==> src/rtl/uop_onehot_strobe_dec.sv <==
// uop_onehot_strobe_dec: registered one-hot strobe of in_len+1 cycles; define UOP_DEC_ERR_EN to reject out-of-range selects with an err pulse
module uop_onehot_strobe_dec #(
  parameter int SEL_W   = 2,
  parameter int NUM_OUT = 4,
  parameter int LEN_W   = 4
) (
  input  logic               clk,
  input  logic               rst_n,
  input  logic               enable,
  input  logic               flush,
  input  logic               in_valid,
  output logic               in_ready,
  input  logic [SEL_W-1:0]   in_sel,
  input  logic [LEN_W-1:0]   in_len,
  output logic [NUM_OUT-1:0] out_onehot,
  output logic               out_active,
  output logic               err
);
  typedef enum logic {IDLE, ACTIVE} state_t;
  state_t state;
  logic [LEN_W-1:0] cnt;
  logic [NUM_OUT-1:0] onehot_reg, dec;
  logic accept, last, start;
  // select decode; codes at or above NUM_OUT decode to all zeros
  always_comb begin
    dec = '0;
    for (int i = 0; i < NUM_OUT; i++) dec[i] = in_sel == SEL_W'(i);
  end
  assign last       = cnt == '0;
  assign in_ready   = rst_n && !flush && (state == IDLE || last);
  assign accept     = in_valid && in_ready;
  assign out_onehot = onehot_reg & {NUM_OUT{enable}};
  assign out_active = state == ACTIVE;
`ifdef UOP_DEC_ERR_EN
  logic in_range;
  assign in_range = |dec;
  assign start    = accept && in_range;
  // one-cycle error pulse for an accepted out-of-range select
  always_ff @(posedge clk or negedge rst_n)
    if (!rst_n) err <= 1'b0;
    else err <= accept && !in_range;
`else
  assign start = accept;
  assign err   = 1'b0;
`endif
  // strobe sequencer: load on start, count down, drop to idle at zero or on flush
  always_ff @(posedge clk or negedge rst_n)
    if (!rst_n) begin
      state      <= IDLE;
      cnt        <= '0;
      onehot_reg <= '0;
    end else if (flush) begin
      state      <= IDLE;
      cnt        <= '0;
      onehot_reg <= '0;
    end else if (start) begin
      state      <= ACTIVE;
      cnt        <= in_len;
      onehot_reg <= dec;
    end else if (state == ACTIVE && !last) begin
      cnt <= cnt - 1'b1;
    end else begin
      state      <= IDLE;
      onehot_reg <= '0;
    end
endmodule

==> config.mk <==
export PLATFORM = sky130hd
export DESIGN_NAME = uop_onehot_strobe_dec
export DESIGN_NICKNAME = d
export VERILOG_FILES = /design/src/rtl/uop_onehot_strobe_dec.sv
export SDC_FILE = /design/constraint.sdc
export NUM_CORES = 1
export LEC_CHECK = 0
export ABC_CLOCK_PERIOD_IN_PS = 4050
export CAP_MARGIN = 20
export CORE_AREA = 2 2 39 41
export DETAILED_ROUTE_END_ITERATION = 10
export DIE_AREA = 0 0 41 43
export PLACE_DENSITY = 0.73
export REMOVE_ABC_BUFFERS = 1
export SYNTH_ARGS = -nofsm -noshare
export SYNTH_HDL_FRONTEND = slang
export SYNTH_SLANG_ARGS = --single-unit
==> constraint.sdc <==
create_clock -name clk -period 4.05 [get_ports clk]
set_input_delay 0.6075 -clock clk [delete_from_list [all_inputs] [get_ports clk]]
set_output_delay 0.6075 -clock clk [all_outputs]
set_load 0.005 [all_outputs]
# [Word level (Yosys, flattened, before mapping)]
# Cells that the tools add are included.
[totals] register_bits=9 input_bits=11 output_inout_bits=7 word_cells=29
[op_classes] n_addsub=1 eq_ne=4 mux=9 n_bitwise=2 n_reduce_logical=10
[ops] op="$mux 4" count=6
[ops] op="$and 4x4->4" count=1
[ops] op="$eq 2x2->1 const B" count=2
[ops] op="$logic_and 1x1->1" count=4
[ops] op="$logic_not 4->1" count=1
[ops] op="$sub 4x1->4 const B" count=1
[ops] op="$mux 1" count=3
[ops] op="$ne 3x3->1 const B" count=1
[ops] op="$reduce_bool 3->1" count=1
[ops] op="$eq 2x1->1 const B" count=1
[ops] op="$logic_not 1->1" count=2
[ops] op="$logic_not 2->1" count=1
[ops] op="$logic_or 1x1->1" count=1
[ops] op="$not 1->1" count=1

# [Logic depth before layout (Yosys ltp)]
[depth] word_depth=6 mapped_depth=6 ltp_nobuf=6

# [Worst setup path after synthesis]
# Ideal clock, no wire load.
[synth_path] path_kind="register to output" start="register cnt[0]" end="output in_ready" arrival_time_ps=1189 t_required_ps=3442 setup_slack_ps=2254 path_stages_with_launch=6 n_path_buf=0 path_cell_list="dfrtp_1 > inv_1 > ha_1 > nand2b_4 > o21a_2 > nor3b_1"
[synth_via] elab_chain_len=3
[synth_rtl] item="start, declared" line_no="21" text="logic [LEN_W-1:0] cnt;"
[synth_rtl] item="start signal, assigned" line_no="58" text="cnt <= in_len;"
[synth_rtl] item="start signal, assigned" line_no="61" text="cnt <= cnt - 1'b1;"
[synth_rtl] item="$logic_not 4->1" line_no="29" text="assign last = cnt == '0;"
[synth_rtl] item="$logic_or 1x1->1" line_no="30" text="assign in_ready = rst_n && !flush && (state == IDLE || last);"
[synth_rtl] item="$logic_and 1x1->1" line_no="30"
[synth_rtl] item="end, declared" line_no="12" text="output logic in_ready,"
# Every way passes these cells.

# [Worst setup path after layout]
[layout_path] start="input rst_n" end="output in_ready"
[layout_via] elab_chain_len=2
[layout_rtl] item="start, declared" line_no="8" text="input logic rst_n,"
[layout_rtl] item="$logic_and 1x1->1 (2 in a row)" line_no="30"
# Every way passes these cells.

==> results.toml <==
[drt]
drtIter0Drc = 10
firstDrtPassIters = 4
wl_per_cell_um = 12.09
vias_per_cell = 5.451
vias = 496
postRouteWirelength_um = 1100
drtAntennaViolNets = 0
drc = 0

[critical_path]
cp_cell_sequence = "clkdlybuf4s50_1, nor3b_1, clkdlybuf4s50_1"
max_stage_delay_ps = 770
r2r_slack_ps = 2540
critPathBufInv = 2
cp_slowest_cell = "clkdlybuf4s50_1"
endpoint_kind = "output pin"
start_kind = "primary input"
critical_path_class = "primary input to output pin"
critical_path_required_ps = 3440
cp_max_fo = 13
cp.arrival_ps = 2140
path_common_cell = "clkdlybuf4s50_1"
crit_family = "buffers and inverters"

[timing]
report.final.slew_viol_count = 0
fin_skew_ps = 4.246
fin_setup_tns_ps = 0
setup_ws_ps = 1300
fin_crit_ps = 2750
final-hold-violation-count = 0
timing.fmax_mhz = 363.6
setup_viol = 0
period_share_pct = 67.91
rsz0062_at_grt = "false"

[power]
power.density_nw_per_um2 = 293.3
p_total_mw = 0.2173
p_leak_nw = 0.2960
peakVddDrop_v = 0.0002439

[synth]
ys_ff_latch = 9
yosys-top-cells-area = "dfrtp_1, and2_1, a21oi_1"
yosys_warnings = 0
syn-cell-area_um2 = 545.5
yosys.cell_types.count = 27
yosys.area.top_type_share_pct = 41.28
yosysTopAreaCell = "dfrtp_1"
synthCells = 57
avgSynthCellArea_um2 = 9.571
ys_seq_area_share_pct = 41.28

[global_route]
grt_overflow = 0
grt_pass1_wl_um = 1766
grt_pass1_vias = 397
antenna_found_initial = 0
grt_max_degree = 14
grt.total_usage_pct = 15.27

[clock_tree]
postCtsSetupBuffers = 0
clockBufferDepth = 2
cts_resized = 0
clk_pin_slew_ps = 60
clkSinkCount = 9
postCtsHoldBufs = 0
clkLatencyLatePin_ps = 260
cts_tree = "yes"
root_buffer = "clkbuf_4"
numCtsBuffers = 3
ctsHtreeMaxLevel = 1

[placement]
gp_congestion = 0.7126
place_ws_ps = 1265
io_buffers = 16

[finish]
final_common_cell = "clkdlybuf4s50_1"
drive_gt1_share_pct = 12.00
diodes = 0
area_growth_pct = 35.78
finalNetCount = 89
final_cell_mix = "clkdlybuf4s50_1, dfrtp_1, nand2_1, a21oi_1, and2_1"
nFillCells = 138

[floorplan]
die_width_um = 41
dieArea_um2 = 1763
rows = 14
initial_core_util_pct = 39.42
core_um2 = 1384
num_io_pins = 18
die_y_um = 43

[min_path]
hp-class = "flip-flop to flip-flop"

[run]
drv_cap = 0

[status]
status = "finished clean"
==> power by group <==
group          internal [mW]  switching, mW  leakage, nW  total (mW)
Clock                 0.0380         0.0317       0.0150      0.0696
Combinational         0.0246         0.0221        0.158      0.0466
Sequential            0.0946        0.00643        0.123       0.101
Total                  0.157         0.0601        0.296       0.217
==> synthesized netlist by cell type <==
cell,count
buf_1,1
o211ai_1,1
ha_1,2
inv_1,2
nor4_1,1
nand3b_1,1
and3_1,1
dfrtp_1,9
a21oi_1,6
nor2_1,1
buf_4,1
o311a_2,1
a221oi_2,1
a31oi_1,3
and2_1,5
o21ai_4,1
or3b_1,1
conb_1,1
nand2b_4,1
nand2_1,7
nand3_1,3
a211oi_1,2
nand4_1,1
o21ai_2,1
nand4b_1,1
o21a_2,1
nor3b_1,1
==> per-layer routing <==
layer,global-route usage (%),part of all wire [%]
met1,20.39,46
met2,20.31,47
met3,7.853,5.5
met4,6.000,1.3
met5,0,0
==> metrics by stage <==
stage                     instances  hold WS [ps]  util [%]  instance area (um^2)
after floorplan                  55         311.9         -                 534.3
after CTS                        91         522.0     53.53                 740.7
final                            91         516.6     53.53                 740.7
after global placement           87         508.4     51.63                 714.4
after detailed placement         87         513.5     51.63                 714.4
after global routing             91         538.4     53.53                 740.7
==> logic make-up (layout without fill, tap and decap cells) <==
family	after synthesis	after routing	share of synthesized area, %
fa+ha+maj	2	2	4.586
simple gates	24	24	25.92
other cells	1	1	0.6874
buf+inv	4	22	3.441
flops	9	9	41.29
compound gates	17	17	24.08
==> path summary, 6_finish.rpt <==
kind | startpoint | endpoint | cells past startpoint
worst max-delay path | rst_n | in_ready | 3
worst min-delay path | onehot_reg[1] | onehot_reg[1] | 2
worst max register to register | cnt[0] | cnt[0] | 6
worst min register to register | onehot_reg[1] | onehot_reg[1] | 2
max in group asynchronous | rst_n | onehot_reg[0] | 1
min in group asynchronous | rst_n | cnt[3] | 1
==> area by class of cell <==
cell class	count	area [um^2]	area share, %
repair buffers	16	160.2	21.62
well taps	16	20.02	2.703
clock buffers	4	26.28	3.547
flip-flops and latches	9	225.2	30.41
multi-input cells	44	301.5	40.71
inverters	2	7.507	1.014
==> worst min-delay path, stage by stage, from the launching register on <==
cell and delay [ps]:
dfrtp_1 370, nand2_1 50, a21oi_1 50
(Power assumes the default switching activity.)
